[config.mk]
export PLATFORM = sky130hd
export DESIGN_NAME = evt_rr_scheduler
export DESIGN_NICKNAME = d
export VERILOG_FILES = /design/src/rtl/evt_rr_scheduler.sv
export SDC_FILE = /design/constraint.sdc
export NUM_CORES = 1
export LEC_CHECK = 0
export BUFFER_PORTS_ARGS = -buffer_cell sky130_fd_sc_hd__buf_2
export CAP_MARGIN = 20
export CORE_UTILIZATION = 46
export CTS_BUF_LIST = sky130_fd_sc_hd__clkbuf_8
export CTS_CLUSTER_SIZE = 10
export DETAILED_ROUTE_END_ITERATION = 7
export GPL_ROUTABILITY_DRIVEN = 0
export PLACE_DENSITY = 0.67
export SYNTH_ARGS = -nofsm -noshare
export SYNTH_HDL_FRONTEND = slang
export SYNTH_SLANG_ARGS = --single-unit
[constraint.sdc]
create_clock -name clk -period 2.5 [get_ports clk]
set_input_delay 0.125 -clock clk [delete_from_list [all_inputs] [get_ports clk]]
set_output_delay 0.125 -clock clk [all_outputs]
set_load 0.1 [all_outputs]
[src/rtl/evt_rr_scheduler.sv]
// Edge-triggered event collector with round-robin, gated, timestamped dispatch.
// Per-requester edge/pending/overflow state lives in evt_rr_lane; the top holds the arbiter FSM.

module evt_rr_lane (
  input  logic clk,
  input  logic reset,
  input  logic req,
  input  logic grant,
  input  logic clr_ovf,
  output logic pending,
  output logic ovf
);
  logic req_prev_q, req_prev_d;
  logic pending_q, pending_d;
  logic ovf_q, ovf_d;
  logic rise;

  // A rise coinciding with the grant of this lane is a fresh event, not an overflow.
  always_comb begin
    rise       = req & ~req_prev_q;
    req_prev_d = req;
    pending_d  = rise | (pending_q & ~grant);
    ovf_d      = (ovf_q & ~clr_ovf) | (rise & pending_q & ~grant);
  end

  always_ff @(posedge clk or posedge reset) begin
    if (reset) begin
      req_prev_q <= 1'b0;
      pending_q  <= 1'b0;
      ovf_q      <= 1'b0;
    end else begin
      req_prev_q <= req_prev_d;
      pending_q  <= pending_d;
      ovf_q      <= ovf_d;
    end
  end

  assign pending = pending_q;
  assign ovf     = ovf_q;
endmodule

module evt_rr_scheduler #(
  parameter int N   = 4,
  parameter int TW  = 16,
  parameter int GAP = 2
) (
  input  logic                 clk,
  input  logic                 reset,
  input  logic [N-1:0]         req,
  input  logic                 gate,
  input  logic                 clr_ovf,
  output logic                 fire_valid,
  output logic [$clog2(N)-1:0] fire_id,
  output logic [TW-1:0]        fire_time,
  output logic [N-1:0]         pending,
  output logic [N-1:0]         ovf,
  output logic                 busy
);
  localparam int IW = $clog2(N);
  localparam int CW = (GAP < 2) ? 1 : $clog2(GAP + 1);

  typedef enum logic {IDLE, HOLD} state_e;

  state_e          state_q, state_d;
  logic [CW-1:0]   cnt_q, cnt_d;
  logic [IW-1:0]   ptr_q, ptr_d;
  logic [TW-1:0]   ts_q, ts_d;
  logic            fire_valid_q, fire_valid_d;
  logic [IW-1:0]   fire_id_q, fire_id_d;
  logic [TW-1:0]   fire_time_q, fire_time_d;

  logic            gnt_any, grant_en;
  logic [IW-1:0]   gnt_idx, cand;
  logic [N-1:0]    grant;

  for (genvar i = 0; i < N; i++) begin : g_lane
    evt_rr_lane u_lane (
      .clk     (clk),
      .reset   (reset),
      .req     (req[i]),
      .grant   (grant[i]),
      .clr_ovf (clr_ovf),
      .pending (pending[i]),
      .ovf     (ovf[i])
    );
  end

  // First pending lane scanning upward from ptr, wrapping at N.
  always_comb begin
    gnt_any = 1'b0;
    gnt_idx = '0;
    cand    = '0;
    for (int k = 0; k < N; k++) begin
      cand = IW'((int'(ptr_q) + k) % N);
      if (!gnt_any && pending[cand]) begin
        gnt_any = 1'b1;
        gnt_idx = cand;
      end
    end
  end

  assign grant_en = (state_q == IDLE) && !gate && gnt_any;
  assign grant    = grant_en ? (N'(1) << gnt_idx) : '0;

  always_ff @(posedge clk or posedge reset) begin
    if (reset) begin
      state_q      <= IDLE;
      cnt_q        <= '0;
      ptr_q        <= '0;
      ts_q         <= '0;
      fire_valid_q <= 1'b0;
      fire_id_q    <= '0;
      fire_time_q  <= '0;
    end else begin
      state_q      <= state_d;
      cnt_q        <= cnt_d;
      ptr_q        <= ptr_d;
      ts_q         <= ts_d;
      fire_valid_q <= fire_valid_d;
      fire_id_q    <= fire_id_d;
      fire_time_q  <= fire_time_d;
    end
  end

  // HOLD loaded with GAP leaves exactly GAP grant-free edges before IDLE again.
  always_comb begin
    state_d = state_q;
    cnt_d   = cnt_q;
    case (state_q)
      IDLE: begin
        if (grant_en && (GAP > 0)) begin
          state_d = HOLD;
          cnt_d   = CW'(GAP);
        end
      end
      HOLD: begin
        cnt_d = cnt_q - 1'b1;
        if (cnt_q <= CW'(1)) state_d = IDLE;
      end
      default: state_d = IDLE;
    endcase
  end

  always_comb begin
    ts_d         = ts_q + 1'b1;
    fire_valid_d = grant_en;
    fire_id_d    = fire_id_q;
    fire_time_d  = fire_time_q;
    ptr_d        = ptr_q;
    if (grant_en) begin
      fire_id_d   = gnt_idx;
      fire_time_d = ts_q;
      ptr_d       = (gnt_idx == IW'(N - 1)) ? '0 : gnt_idx + 1'b1;
    end
  end

  assign fire_valid = fire_valid_q;
  assign fire_id    = fire_id_q;
  assign fire_time  = fire_time_q;
  assign busy       = (state_q == HOLD) | (|pending);
endmodule

==> results of run 1 <==
[logic make-up after synthesis]
family / count (synthesis) / share of synthesized area, %
and+or+nand+nor: 99 / 19.9
DFF: 52 / 58.1
buffers and inverters: 26 / 7.37
AOI/OAI and AO/OA: 19 / 4.80
xor gates and xnor gates: 14 / 5.47
adders and majority gates: 6 / 3.35
muxes: 2 / 0.950
[final cells by class]
type | count | area (um2) | area share, %
flip-flops and latches | 52 | 1300 | 51.1
multi-input cells | 140 | 773 | 30.4
repair buffers | 43 | 248 | 9.73
clock buffers | 7 | 96.3 | 3.78
well taps | 54 | 67.6 | 2.65
inverters | 14 | 60.1 | 2.36
[power by group through the flow]
stage | clock network (mW) | registers, mW | logic, mW
CTS | 0.514 | 1.15 | 1.50
global placement | 0 | 1.16 | 1.48
global route | 0.546 | 1.17 | 1.59
floorplan | 0 | 1.61 | 0.883
finish | 0.491 | 1.14 | 1.49
detailed placement | 0 | 1.16 | 1.49
[routing by layer]
layer,track usage (%),up-vias,part of all wire [%]
li1,-,762,-
met1,21.4,765,46
met2,30.7,26,50
met3,4.22,6,2.9
met4,5.88,0,1.1
met5,0,-,0
[worst max-delay path, cell delays in order, from the launching register on]
cell and delay [ns]:
dfrtp_1 0.47, mux2i_1 0.21, nor2_1 0.06, or3_1 0.39, nor2_1 0.17, ha_1 0.17, inv_1 0.03, o21ai_0 0.26
o22ai_1 0.11
[flip-flops by register name (all words and copies together), names as in the netlist]
name,count
state_q,1
g_lane.u_lane.ovf,4
fire_id,2
fire_time,16
cnt_q,2
ts_q,16
fire_valid,1
ptr_q,2
g_lane.u_lane.pending,4
g_lane.u_lane.req_prev_q,4
[through the flow]
step / utilization, % / setup slack (ns) / power [mW] / instances
floorplan: - / 0.777 / 2.49 / 218
global placement: 51.1 / 0.579 / 2.64 / 298
detailed placement: 51.1 / 0.537 / 2.65 / 298
CTS: 54.3 / 0.516 / 3.16 / 310
global route: 54.3 / 0.411 / 3.31 / 310
finish: 54.3 / 0.484 / 3.13 / 310
[cell usage in the layout, fill, tap and decap left out, types with 4 or more instances in the layout]
cell            n
inv_1          12
nand2_1        64
ha_1            6
o22ai_1         5
nand4_1         4
xor2_1          4
dfrtp_1        52
nand2b_1        8
and3_1          5
dlygate4sd3_1   5
o21ai_0         8
nor2_1         10
clkbuf_8        7
buf_2          35
xnor2_1        10
[cell usage after synthesis (2+ instances only)]
master and n:
nand2_1 64, dfrtp_1 52, inv_1 13, nor2_1 10
xnor2_1 10, buf_4 9, nand2b_1 8, o21ai_0 8
ha_1 6, and3_1 5, o22ai_1 5, nand4_1 4
xor2_1 4, a21oi_1 3, nand3_1 3, buf_6 2
or3_1 2
[worst paths after layout]
| kind | slack (ns) | cells after the start | to | from |
|---|---|---|---|---|
| max | 0.48 | 8 | g_lane[1].u_lane.ovf | ptr_q[1] |
| min | 0.06 | 2 | g_lane[0].u_lane.ovf | clr_ovf |
| max reg2reg | 0.48 | 8 | g_lane[1].u_lane.ovf | ptr_q[1] |
| min reg2reg | 0.47 | 2 | fire_time[2] | fire_time[2] |
| max in group asynchronous | 1.34 | 4 | ts_q[13] | reset |
| min in group asynchronous | 0.40 | 3 | g_lane[0].u_lane.req_prev_q | reset |
[repair_timing]
| item | 4_1_cts | 5_1_grt |
|---|---|---|
| endpoints found under the hold margin | 27 | 0 |
| hold buffers | 5 | 0 |
| endpoints found under the setup margin | 0 | 0 |
==> impl_table.tex, run 1 <==
\begin{tabular}{lr}
\hline
Metric & Value \\
\hline
\multicolumn{2}{l}{\textbf{Worst hold path}} \\
Type of the tightest min-delay check & primary input to flip-flop \\
\multicolumn{2}{l}{\textbf{Synthesis}} \\
Synthesized Nets & 232 \\
Most common flop cell mapped by yosys & dfrtp\_1 \\
Cell Area, Synth & $\sim$2200 um2 \\
Count of synthesis-stage warnings from yosys & 0 \\
Synthesized instance count & 218 \\
Dominant cells by area after synthesis & dfrtp\_1 (58\%), nand2\_1 (11\%), xnor2\_1 (3.9\%) \\
Distinct cell type count of the synthesized netlist & 27 \\
Cell accounting for the most synthesized area & dfrtp\_1 \\
FFs w/ async S/R, synth & 100\% \\
Number of synthesized flops with an enable pin & 0 \\
Mean instance size in the synthesized netlist & 10.3 um2 \\
Total of flip-flops plus latches after synthesis & 52 \\
Sequential cell area fraction in the yosys report & about three fifths \\
Proportion of netlist area held by the largest area contributor & approximately three fifths \\
\multicolumn{2}{l}{\textbf{Power and ir drop}} \\
PwrDens & 1230 nW/um2 \\
Switch share & about 51\% \\
Net switching power & 1.59 mW \\
Maximum resistive drop on vdd & 798 uV \\
Int Power & 1.53 mW \\
Portion of total power attributed to sequential cells & between 30\% and 40\% \\
Combinational fraction of design power & 47.7\% \\
Lkg Pwr & 1.35 nW \\
Clock Power Share & roughly 16\% \\
\multicolumn{2}{l}{\textbf{Die}} \\
Std-Cell Core Area & 4690 um2 \\
Area of the die & 5150 um2 \\
Die height & 71.8 um \\
Cell Rows & 25 \\
I/O pin count & 36 \\
Starting density of the core & 47.7\% \\
Die W & slightly above 70 um \\
\multicolumn{2}{l}{\textbf{Place}} \\
Count of buffers inserted at the top-level ports & 35 \\
Area of placed instances & 2400 um2 \\
Detailed-placement wirelength estimate & between 2 and 3 mm \\
\multicolumn{2}{l}{\textbf{CTS}} \\
Cts repair resizes & 0 \\
Cell at the root of the clock tree & clkbuf\_8 \\
Worst skew pair latency & $\sim$0.29 ns \\
Post-CTS setup buffer count & 0 \\
TritonCTS sink count & 52 \\
Largest buffer count on any clock path & 2 \\
TritonCTS clock tree & yes \\
H-tree levels & 2 \\
Cts bufs inserted & 5 \\
Clock transition at path regs & 0.08 ns \\
\multicolumn{2}{l}{\textbf{STA}} \\
Time the worst path needs with I/O delays and setup & 2.02 ns \\
Final hold violations & 0 \\
Maximum clock frequency & 0.496 GHz \\
Setup TNS & 0 ns \\
Slew Viols, Final & 0 \\
Slew at the pin with the worst max-slew slack & 0.539 ns \\
Part of the cycle the worst path needs & 80.6\% \\
Final setup violating endpoints & 0 \\
Setup repair after global routing missed its margin & no \\
Maximum clock skew at final layout & 0.00532 ns \\
Worst slew margin & 64.0\% \\
Tightest hold margin & 0.0647 ns \\
\multicolumn{2}{l}{\textbf{Layout}} \\
Number of antenna repair diodes & 0 \\
Area added between synthesis and finish & 13.7\% \\
Number of inserted filler cells in the final layout & 438 \\
Fraction of layout instances using a drive strength above 1 & 19.5\% \\
Layout net count & 270 \\
Post-route cell area & 2550 um2 \\
\multicolumn{2}{l}{\textbf{Route}} \\
Wirelength, routed & 3.89 mm \\
Vias per cell & 5.03 \\
Total DRC errors in the routed layout & 0 \\
Starting DRT DRC Count & 48 \\
Remaining antenna violation count after routing & 0 \\
Routed wirelength normalized by instance count & 12.5 um \\
Via count & 1559 \\
Drt pass-1 iters & 4 \\
\multicolumn{2}{l}{\textbf{Critical path}} \\
Worst Path Arrival & 2.19 ns \\
Launching element type of the critical path & flip-flop \\
Required @ worst endpoint & 2.67 ns \\
Highest net fanout along the worst path & 6 \\
Endpoint type of the worst setup path & flip-flop \\
Path type of the worst setup path & flip-flop to flip-flop \\
\multicolumn{2}{l}{\textbf{Global routing}} \\
Largest net degree at the start of global routing & 30 \\
Wire length of the first global-routing pass & roughly 7 mm \\
Via count of the first global-routing pass & $\sim$1600 \\
Overall Global Routing Usage & roughly 18\% \\
Remaining global-route overflow & 0 \\
Initial antenna violation count & 0 \\
\multicolumn{2}{l}{\textbf{Status}} \\
Result of the run & completed \\
\multicolumn{2}{l}{\textbf{Flow run}} \\
Max-cap violations & 0 \\
\hline
\end{tabular}
(Power assumes the default switching activity.)
==> run 2: changes to the inputs <==
clock period = 2 ns   (was 2.5 ns; I/O delays follow)
==> run 2 against run 1 <==
Compared with the run above: utilization up 0.80 points; die area unchanged; count of clock-buffer cells in the layout down 1; clock power up 23%; largest cell class unchanged.
==> impl_table.tex, run 2 (synthesis gave the netlist of run 1 again) <==
\begin{tabular}{lr}
\hline
Metric & Value \\
\hline
\multicolumn{2}{l}{\textbf{STA}} \\
Worst slew margin & 67.7\% (was 64.0\%) \\
Maximum clock frequency & 0.552 GHz (was 0.496 GHz) \\
Time the worst path needs with I/O delays and setup & 1.81 ns (was 2.02 ns) \\
Maximum clock skew at final layout & 0.00733 ns (was 0.00532 ns) \\
Final setup violating endpoints & 0 (unchanged) \\
Part of the cycle the worst path needs & 90.6\% (was 80.6\%) \\
Setup TNS & 0 ns (unchanged) \\
Tightest hold margin & 0.0216 ns (was 0.0647 ns) \\
Slew Viols, Final & 0 (unchanged) \\
Setup repair after global routing missed its margin & no (unchanged) \\
Final hold violations & 0 (unchanged) \\
Slew at the pin with the worst max-slew slack & 0.488 ns (was 0.539 ns) \\
\multicolumn{2}{l}{\textbf{Place}} \\
Count of buffers inserted at the top-level ports & 35 (unchanged) \\
Detailed-placement wirelength estimate & 2.79 mm (was 2.74 mm) \\
\multicolumn{2}{l}{\textbf{Critical path}} \\
Endpoint type of the worst setup path & flip-flop (unchanged) \\
Worst Path Arrival & 2.00 ns (was 2.19 ns) \\
Reg-to-reg slack, setup & 0.19 ns (was 0.48 ns) \\
Launching element type of the critical path & flip-flop (unchanged) \\
RR Endpoint & g\_lane[1].u\_lane.ovf (unchanged) \\
Reg-to-reg critical path startpoint & ptr\_q[1] (unchanged) \\
Required @ worst endpoint & 2.19 ns (was 2.67 ns) \\
Highest net fanout along the worst path & 6 (unchanged) \\
Path type of the worst setup path & flip-flop to flip-flop (unchanged) \\
Number of cells on the worst reg-to-reg path & 8 (unchanged) \\
\multicolumn{2}{l}{\textbf{Flow run}} \\
Max-cap violations & 0 (unchanged) \\
\multicolumn{2}{l}{\textbf{CTS}} \\
H-tree levels & 2 (unchanged) \\
Cell at the root of the clock tree & clkbuf\_8 (unchanged) \\
Worst skew pair latency & 0.30 ns (was 0.29 ns) \\
TritonCTS clock tree & yes (unchanged) \\
Cts bufs inserted & 5 (unchanged) \\
TritonCTS sink count & 52 (unchanged) \\
Largest buffer count on any clock path & 2 (unchanged) \\
Clock transition at path regs & 0.09 ns (was 0.08 ns) \\
\multicolumn{2}{l}{\textbf{Route}} \\
Drt pass-1 iters & 4 (unchanged) \\
Routed wirelength normalized by instance count & 12.5 um (about the same) \\
Via count & 1575 (was 1559) \\
Starting DRT DRC Count & 104 (was 48) \\
Remaining antenna violation count after routing & 0 (unchanged) \\
Total DRC errors in the routed layout & 0 (unchanged) \\
Vias per cell & 5.03 (about the same) \\
Wirelength, routed & 3.90 mm (was 3.89 mm) \\
\multicolumn{2}{l}{\textbf{Die}} \\
Area of the die & 5150 um2 (unchanged) \\
Die W & 71.8 um (unchanged) \\
Die height & 71.8 um (unchanged) \\
Std-Cell Core Area & 4690 um2 (unchanged) \\
Starting density of the core & 47.7\% (unchanged) \\
I/O pin count & 36 (unchanged) \\
Cell Rows & 25 (unchanged) \\
\multicolumn{2}{l}{\textbf{Layout}} \\
Area of the multi-input gates & 776 um2 (was 773 um2) \\
Sequential cell area & 1310 um2 (was 1300 um2) \\
Number of inserted filler cells in the final layout & 446 (was 438) \\
Area added between synthesis and finish & 15.4\% (was 13.7\%) \\
Layout net count & 273 (was 270) \\
Commonest cells after routing, fill and taps aside & nand2\_1 (64), dfrtp\_1 (48), buf\_2 (35), inv\_1 (12), xnor2\_1 (10) (was nand2\_1 (64), dfrtp\_1 (52), buf\_2 (35), inv\_1 (12)) \\
Number of antenna repair diodes & 0 (unchanged) \\
Fraction of layout instances using a drive strength above 1 & 22.4\% (was 19.5\%) \\
Most common library cell in the layout ignoring fill and taps & nand2\_1 (unchanged) \\
\multicolumn{2}{l}{\textbf{Power and ir drop}} \\
Maximum resistive drop on vdd & 750 uV (was 798 uV) \\
Combinational fraction of design power & 48.3\% (was 47.7\%) \\
Int Power & 1.92 mW (was 1.53 mW) \\
Lkg Pwr & 1.36 nW (was 1.35 nW) \\
Switch share & 51.4\% (was 51.0\%) \\
PwrDens & 1530 nW/um2 (was 1230 nW/um2) \\
Net switching power & 2.03 mW (was 1.59 mW) \\
Clock Power Share & 15.2\% (was 15.7\%) \\
Portion of total power attributed to sequential cells & 36.5\% (was 36.6\%) \\
\multicolumn{2}{l}{\textbf{Global routing}} \\
Overall Global Routing Usage & 17.5\% (was 17.6\%) \\
Remaining global-route overflow & 0 (unchanged) \\
Largest net degree at the start of global routing & 29 (was 30) \\
Via count of the first global-routing pass & 1533 (was 1579) \\
Wire length of the first global-routing pass & 6.81 mm (was 7.02 mm) \\
Initial antenna violation count & 0 (unchanged) \\
\multicolumn{2}{l}{\textbf{Worst hold path}} \\
Number of cells on the worst hold path & 2 (unchanged) \\
End point of the worst hold path & g\_lane[0].u\_lane.ovf (unchanged) \\
Type of the tightest min-delay check & primary input to flip-flop (unchanged) \\
Startpoint of the most critical hold path & clr\_ovf (unchanged) \\
\multicolumn{2}{l}{\textbf{Status}} \\
Result of the run & completed (unchanged) \\
\hline
\end{tabular}
[run 2: changes by cell type in the layout (fill, tap and decap cells not counted), sizes merged]
cell	previous run	this run
buf	38	41
clkbuf	7	6
clkinv	0	1
[run 2: layout make-up]
type	instances	area share [%]
Multi-Input combinational cell	140	30.0
Inverter	14	2.32
Tap cell	54	2.62
Sequential cell	52	50.6
Timing Repair Buffer	46	10.9
Clock inverter	1	0.339
Clock buffer	6	3.20
[run 2: worst max path at each step]
stage | start | end | slack, ns
6_report | ptr_q[1] | g_lane[1].u_lane.ovf | 0.19
5_1_grt | ptr_q[1] | g_lane[3].u_lane.ovf | 0.007
4_1_cts | g_lane[0].u_lane.pending | g_lane[0].u_lane.pending | 0.09
3_5_place_dp | g_lane[0].u_lane.pending | g_lane[0].u_lane.pending | 0.11
3_3_place_gp | g_lane[0].u_lane.pending | g_lane[0].u_lane.pending | 0.15
2_1_floorplan | ptr_q[1] | g_lane[1].u_lane.ovf | 0.28
[run 2: power by group through the flow]
stage / Sequential, mW / Clock [mW] / Combinational, mW
finish: 1.44 / 0.603 / 1.91
global route: 1.47 / 0.672 / 2.04
CTS: 1.43 / 0.626 / 1.92
detailed placement: 1.45 / 0 / 1.91
global placement: 1.44 / 0 / 1.88
floorplan: 2.01 / 0 / 1.10
[run 2: through the flow]
stage / cell area [um2] / setup slack (ns) / util (%) / cells / power (mW)
after floorplan: 2240 / 0.277 / - / 218 / 3.12
after global placement: 2420 / 0.152 / 51.6 / 299 / 3.32
after detailed placement: 2420 / 0.106 / 51.6 / 299 / 3.36
after CTS: 2560 / 0.0903 / 54.6 / 311 / 3.98
after global routing: 2580 / 0.00729 / 55.1 / 313 / 4.19
final: 2580 / 0.188 / 55.1 / 313 / 3.96
[run 2: critical path: stages, from the launching register on]
cell and delay, ns:
dfrtp_2 0.43, mux2i_1 0.20, nor2_1 0.06, or3_1 0.40
nor2_2 0.12, ha_1 0.15, inv_1 0.03, o21ai_0 0.21
o22ai_1 0.10
[run 2: repair_timing]
action,CTS,global route
setup buffers,0,2
hold buffers,5,0
hold endpoints to repair,24,0
gates resized for setup,0,5
endpoints found under the setup margin,0,5
[run 2: routing by layer]
layer  track usage [%]  up-vias  share of wire, %
met5                 0        -                 0
met3              4.36        8               3.8
li1                  -      766                 -
met1              20.3      774                42
met2              30.7       27                52
met4              7.19        0               1.8
